<file path="config.mk">
export PLATFORM = sky130hd
export DESIGN_NAME = lfsr_rand_arb_flat
export DESIGN_NICKNAME = d
export VERILOG_FILES = /design/src/rtl/lfsr_rand_arb_pkg.sv /design/src/rtl/lfsr_rand_arb_if.sv /design/src/rtl/lfsr16_step.sv /design/src/rtl/lfsr_rand_arb.sv /design/src/flat_wrapper.sv
export SDC_FILE = /design/constraint.sdc
export NUM_CORES = 1
export LEC_CHECK = 0
export BUFFER_PORTS_ARGS = -buffer_cell sky130_fd_sc_hd__buf_2
export CORE_UTILIZATION = 35
export DETAILED_ROUTE_END_ITERATION = 7
export GPL_TIMING_DRIVEN = 0
export PLACE_DENSITY = 0.67
export SYNTH_ARGS = -nofsm -noshare
export SYNTH_HDL_FRONTEND = slang
export SYNTH_SLANG_ARGS = --single-unit
</file>
<file path="constraint.sdc">
create_clock -name clk -period 2.9 [get_ports clk]
set_input_delay 0.145 -clock clk [delete_from_list [all_inputs] [get_ports clk]]
set_output_delay 0.145 -clock clk [all_outputs]
set_load 0.05 [all_outputs]
</file>
<file path="src/rtl/lfsr_rand_arb_pkg.sv">
// Shared definitions for the LFSR-seeded random arbiter: tap mask, FSM
// encoding and a width helper usable in parameter expressions.
package lfsr_rand_arb_pkg;

    localparam logic [15:0] LFSR_TAPS = 16'hB400;

    typedef enum logic [1:0] {
        ARB_IDLE  = 2'd0,
        ARB_OWNED = 2'd1,
        ARB_COOL  = 2'd2
    } arb_state_e;

    function automatic int clog2(input int value);
        int result;
        int v;
        result = 0;
        v      = value - 1;
        while (v > 0) begin
            result++;
            v = v >> 1;
        end
        return result;
    endfunction

endpackage

</file>
<file path="src/rtl/lfsr_rand_arb_if.sv">
// Request/grant bundle between the requesters (master) and the arbiter (slave).
interface lfsr_rand_arb_if #(
    parameter int NREQ = 4
) ();
    import lfsr_rand_arb_pkg::*;

    localparam int LOG = clog2(NREQ);

    logic [NREQ-1:0] req;
    logic [NREQ-1:0] done;
    logic [NREQ-1:0] gnt;
    logic            gnt_vld;
    logic [LOG-1:0]  gnt_id;
    logic            timeout;

    modport master (
        output req, done,
        input  gnt, gnt_vld, gnt_id, timeout
    );

    modport slave (
        input  req, done,
        output gnt, gnt_vld, gnt_id, timeout
    );

endinterface

</file>
<file path="src/rtl/lfsr16_step.sv">
// Next-state function of the 16-bit Fibonacci LFSR, with seed load taking
// priority over stepping and an all-zero seed mapped to INITVAL.
module lfsr16_step
    import lfsr_rand_arb_pkg::*;
#(
    parameter logic [15:0] INITVAL = 16'he45b
) (
    input  logic [15:0] q,
    input  logic        seed_wr,
    input  logic [15:0] seed,
    output logic [15:0] q_next
);

    logic fb;

    always_comb begin
        // NOTE: every combinational output gets a default before any branch,
        // so no path leaves it unassigned and no latch is inferred.
        fb     = ^(q & LFSR_TAPS);
        q_next = {q[14:0], fb};
        if (seed_wr) begin
            // An all-zero state would lock the LFSR up forever.
            q_next = (seed == 16'd0) ? INITVAL : seed;
        end
    end

endmodule

</file>
<file path="src/rtl/lfsr_rand_arb.sv">
// Random-start arbiter: the search origin comes from the LFSR, the grant is
// held until release or watchdog expiry, and a cool cycle separates owners.
module lfsr_rand_arb
    import lfsr_rand_arb_pkg::*;
#(
    parameter int          NREQ    = 4,
    parameter logic [15:0] INITVAL = 16'he45b,
    parameter int          MAXHOLD = 8
) (
    input  logic           clk,
    input  logic           rst,
    lfsr_rand_arb_if.slave arb,
    input  logic           seed_wr,
    input  logic [15:0]    seed,
    output logic [15:0]    lfsr_q
);

    localparam int         LOG       = clog2(NREQ);
    localparam logic [7:0] HOLD_LAST = 8'(MAXHOLD - 1);

    arb_state_e      state_q, state_d;
    logic [NREQ-1:0] gnt_q, gnt_d;
    logic            gnt_vld_q, gnt_vld_d;
    logic [LOG-1:0]  gnt_id_q, gnt_id_d;
    logic            timeout_q, timeout_d;
    logic [7:0]      hold_q, hold_d;
    logic [15:0]     lfsr_d;

    logic [LOG-1:0]    start;
    logic [LOG-1:0]    offset;
    logic [LOG-1:0]    winner;
    logic [2*NREQ-1:0] req_dbl;
    logic [NREQ-1:0]   req_rot;
    logic              release_own;

    lfsr16_step #(.INITVAL(INITVAL)) u_step (
        .q      (lfsr_q),
        .seed_wr(seed_wr),
        .seed   (seed),
        .q_next (lfsr_d)
    );

    // Rotate requests so bit 0 is the LFSR-chosen start, pick the lowest set
    // bit, then rotate the offset back; NREQ is a power of two so it wraps.
    always_comb begin
        start   = lfsr_q[LOG-1:0];
        req_dbl = {arb.req, arb.req};
        req_rot = NREQ'(req_dbl >> start);
        offset  = '0;
        for (int i = NREQ - 1; i >= 0; i--) begin
            if (req_rot[i]) offset = LOG'(i);
        end
        winner = start + offset;
    end

    always_comb begin
        state_d     = state_q;
        gnt_d       = gnt_q;
        gnt_id_d    = gnt_id_q;
        hold_d      = hold_q;
        timeout_d   = 1'b0;
        release_own = arb.done[gnt_id_q] | ~arb.req[gnt_id_q];

        case (state_q)
            ARB_IDLE: begin
                if (|arb.req) begin
                    gnt_d    = NREQ'(1) << winner;
                    gnt_id_d = winner;
                    hold_d   = '0;
                    state_d  = ARB_OWNED;
                end
            end
            ARB_OWNED: begin
                // A release on the threshold cycle wins over the watchdog.
                if (release_own) begin
                    gnt_d    = '0;
                    gnt_id_d = '0;
                    state_d  = ARB_COOL;
                end else if (hold_q == HOLD_LAST) begin
                    gnt_d     = '0;
                    gnt_id_d  = '0;
                    timeout_d = 1'b1;
                    state_d   = ARB_COOL;
                end else begin
                    hold_d = hold_q + 8'd1;
                end
            end
            ARB_COOL: begin
                hold_d  = '0;
                state_d = ARB_IDLE;
            end
            default: begin
                gnt_d    = '0;
                gnt_id_d = '0;
                hold_d   = '0;
                state_d  = ARB_IDLE;
            end
        endcase

        gnt_vld_d = |gnt_d;
    end

    always_ff @(posedge clk) begin
        // NOTE: state flops use non-blocking assignments so every flop samples
        // the pre-edge values regardless of statement order.
        if (!rst) begin
            state_q   <= ARB_IDLE;
            gnt_q     <= '0;
            gnt_vld_q <= 1'b0;
            gnt_id_q  <= '0;
            timeout_q <= 1'b0;
            hold_q    <= '0;
            lfsr_q    <= INITVAL;
        end else begin
            state_q   <= state_d;
            gnt_q     <= gnt_d;
            gnt_vld_q <= gnt_vld_d;
            gnt_id_q  <= gnt_id_d;
            timeout_q <= timeout_d;
            hold_q    <= hold_d;
            lfsr_q    <= lfsr_d;
        end
    end

    assign arb.gnt     = gnt_q;
    assign arb.gnt_vld = gnt_vld_q;
    assign arb.gnt_id  = gnt_id_q;
    assign arb.timeout = timeout_q;

endmodule

</file>
<file path="src/flat_wrapper.sv">
// flat-port wrapper written by rule: the top's interface ports become plain ports
module lfsr_rand_arb_flat import lfsr_rand_arb_pkg::*;
#(
    parameter int          NREQ    = 4,
    parameter logic [15:0] INITVAL = 16'he45b,
    parameter int          MAXHOLD = 8
)
  (clk, rst, seed_wr, seed, lfsr_q, arb_req, arb_done, arb_gnt, arb_gnt_vld, arb_gnt_id, arb_timeout);
  lfsr_rand_arb_if #(.NREQ(NREQ)) arb_i ();
  input  logic clk;
  input  logic rst;
  input  logic seed_wr;
  input  logic [15:0] seed;
  output logic [15:0] lfsr_q;
  input wire logic [$bits(arb_i.req)-1:0] arb_req;
  input wire logic [$bits(arb_i.done)-1:0] arb_done;
  output wire logic [$bits(arb_i.gnt)-1:0] arb_gnt;
  output wire logic [$bits(arb_i.gnt_vld)-1:0] arb_gnt_vld;
  output wire logic [$bits(arb_i.gnt_id)-1:0] arb_gnt_id;
  output wire logic [$bits(arb_i.timeout)-1:0] arb_timeout;
  assign arb_i.req = arb_req;
  assign arb_i.done = arb_done;
  assign arb_gnt = arb_i.gnt;
  assign arb_gnt_vld = arb_i.gnt_vld;
  assign arb_gnt_id = arb_i.gnt_id;
  assign arb_timeout = arb_i.timeout;
  lfsr_rand_arb #(.NREQ(NREQ), .INITVAL(INITVAL), .MAXHOLD(MAXHOLD)) u_core (.clk(clk), .rst(rst), .arb(arb_i), .seed_wr(seed_wr), .seed(seed), .lfsr_q(lfsr_q));
endmodule
</file>
==> results_dict.tcl <==
set metrics [dict create \
    die-area_sq_mm 0.00502 \
    final_area_sq_mm 0.00207 \
    cp-end-kind "register" \
    grt_max_degree 11 \
    ys_top_cells_by_count "dfxtp_1, nand2_1, nor2_1" \
    die_w_um 70.8 \
    detail-route-antenna-nets 0 \
    met3_usage_pct 5.27 \
    grt_use_met2_pct 24.4 \
    yosysTopAreaCellShare_pct 41.1 \
    met1_usage_pct 20.0 \
    drt_first_pass_iters 6 \
    overflow 0 \
    routabilityCongestion 0.858 \
    drcViolationCount 0 \
    cts_buffers 5 \
    clk_pin_slew_ns 0.07 \
    antenna_cells 0 \
    wl_per_cell_um 12.6 \
    grt_first_pass_wirelength_um 6270 \
    top_usage_layer "met2" \
    ctsResizeCount 0 \
    holdWs_ns 0.0939 \
    whs_path_depth 3 \
    maxCapViolCount 0 \
    ys_warn_count 0 \
    max_freq_mhz 444 \
    hold_viol 0 \
    skew_ns 0.00554 \
    power_density_mw_per_mm2 631 \
    worstSetupPathType "register to register" \
    antenna_found_initial 0 \
    post-synth-top-count-cell "dfxtp_1" \
    whs_endpoint "u_core.lfsr_q[6]$_SDFF_PN1_" \
    die_h_um 70.8 \
    clkLatencyLatePin_ns 0.28 \
    yosys.area.top_type "dfxtp_1" \
    rsz0062_at_grt "no" \
    grt_pass1_vias 1422 \
    setup_viol 0 \
    syn_area_per_cell_sq_um 8.63 \
    seqCellArea_sq_um 681 \
    arrival_ns 2.45 \
    worstPathRequired_ns 3.10 \
    fill_cells 441 \
    timing.rr.start "u_core.lfsr_q[0]$_SDFF_PN1_" \
    multi_input_area_sq_um 923 \
    clock-sinks 34 \
    startpoint_type "register" \
    ctsHoldBuffers 0 \
    status "complete, no violations" \
    rr_endpoint "u_core.arb.gnt_vld$_SDFF_PN0_" \
    synth_edf_count 0 \
    p_total_uw 1300 \
    grt_usage_pct 15.7 \
    period_share_pct 77.6 \
    nNetsFinal 274 \
    tightestPinTransition_ns 0.537 \
    vias 1527 \
    cts_tree "yes" \
    fin_crit_ns 2.25 \
    syn_to_final_growth_pct 24.6 \
    ys_ff_latch 34 \
    regToRegSetupSlack_ns 0.65 \
    hp-start "seed[6]" \
    drt_iter0_drc 95 \
    initial_utilization_pct 37.3 \
    netlist_instances 192 \
    drive_gt1_share_pct 26.5 \
    tns_ns 0 \
    rows 24 \
    maxSlewHeadroom_pct 64.2 \
    clock-root-buffer "clkbuf_8" \
    ys_seq_area_share_pct 41.1 \
    port-buffer-count 46 \
    syn-num-nets 221 \
    max-clock-path-buffers 2 \
    holdCritPathClass "input pin to register" \
    slew_violations 0 \
    synth_area_leaders "dfxtp_1, mux2i_1, nand2_1, nor2_1, nor2b_1" \
    preCtsSetupSlack_ns 0.651 \
    htreeDepth 2 \
    cp_max_fo 10 \
    timing.final.ws_setup_ns 0.648 \
    viasPerCell 5.14 \
    dpl.hpwl_um 2810 \
    dpl_cell_area_sq_mm 0.00195 \
    worst-r2r-cell-count 8 \
    netlist-cell-type-count 38 \
    drt_wl_total_um 3750 \
    synthesis.area_sq_mm 0.00166 \
    io_pins 51 \
    peakVddDrop_mv 0.359 \
    core_sq_mm 0.00444 \
    synthFlopType "dfxtp_1" \
    synthArstFlopShare_pct 0 \
    postCtsSetupRepairBufs 0 \
    leakage_uw 0.000850 \
]
==> through the flow <==
stage | util, % | std cells
6_report | 46.5 | 297
5_1_grt | 46.5 | 297
4_1_cts | 46.5 | 297
3_5_place_dp | 43.9 | 290
3_3_place_gp | 43.9 | 290
2_1_floorplan | - | 192
==> flip-flops by register name, indices dropped and copies added (netlist names) <==
| signal | cells |
|---|---|
| u_core.state_q | 2 |
| u_core.arb.timeout | 1 |
| u_core.arb.gnt_vld | 1 |
| u_core.hold_q | 8 |
| u_core.arb.gnt_id | 2 |
| u_core.lfsr_q | 16 |
| u_core.arb.gnt | 4 |
==> layer usage <==
layer	vias to the layer above	routed length (um)
met4	0	0
met5	-	0
met2	45	1710
met1	694	1820
met3	0	217
li1	788	-
==> power breakdown <==
group	switching, uW	internal (uW)	total, uW
Combinational	232	109	341
Clock	158	275	432
Sequential	26.8	504	531
==> layout make-up <==
type | instances | share of cell area [%]
multi-input combinational | 145 | 44.7
tap | 52 | 3.15
timing repair buffer | 46 | 11.1
sequential | 34 | 32.9
clock inverter | 1 | 1.45
buffer | 11 | 2.24
clock buffer | 6 | 4.00
inverter | 2 | 0.363
==> how the worst max path moves through the flow <==
| stage | cells after the start | startpoint | end | slack (ns) |
|---|---|---|---|---|
| floorplan | 11 | u_core.lfsr_q[0]$_SDFF_PN1_ | u_core.arb.gnt_vld$_SDFF_PN0_ | 0.61 |
| global placement | 7 | u_core.lfsr_q[0]$_SDFF_PN1_ | u_core.arb.gnt_vld$_SDFF_PN0_ | 0.69 |
| detailed placement | 7 | u_core.lfsr_q[0]$_SDFF_PN1_ | u_core.arb.gnt_vld$_SDFF_PN0_ | 0.65 |
| CTS | 8 | u_core.lfsr_q[0]$_SDFF_PN1_ | u_core.arb.gnt_vld$_SDFF_PN0_ | 0.64 |
| global route | 12 | u_core.lfsr_q[0]$_SDFF_PN1_ | u_core.arb.gnt_vld$_SDFF_PN0_ | 0.43 |
| finish | 8 | u_core.lfsr_q[0]$_SDFF_PN1_ | u_core.arb.gnt_vld$_SDFF_PN0_ | 0.65 |
==> cell usage in the layout, fill, tap and decap left out, drive strengths merged, types with 3 or more instances in the layout <==
cell type	n
a21oi	4
buf	50
clkbuf	13
dfxtp	34
mux2i	9
nand2	23
nand2b	6
nand3	5
nand4	3
nor2	21
nor2b	11
nor3	3
nor3b	3
nor4	6
o21ai	6
o22ai	10
xnor2	7
==> worst max-delay path, stage by stage, from the launching register on <==
cell	delay, ns
dfxtp_1	0.33
clkbuf_1	0.22
or4_1	0.56
o2111ai_1	0.11
ha_1	0.32
or2_2	0.33
nor2_1	0.10
mux2i_1	0.09
o211ai_1	0.10
==> cell families after synthesis <==
group / after synthesis / share of synthesized area [%]
simple gates: 91 / 28.5
flops: 34 / 41.1
compound gates: 32 / 13.4
buf+inv: 13 / 3.25
mux: 11 / 7.47
xor+xnor: 9 / 4.75
fa+ha+maj: 2 / 1.51
(Power assumes the default switching activity.)
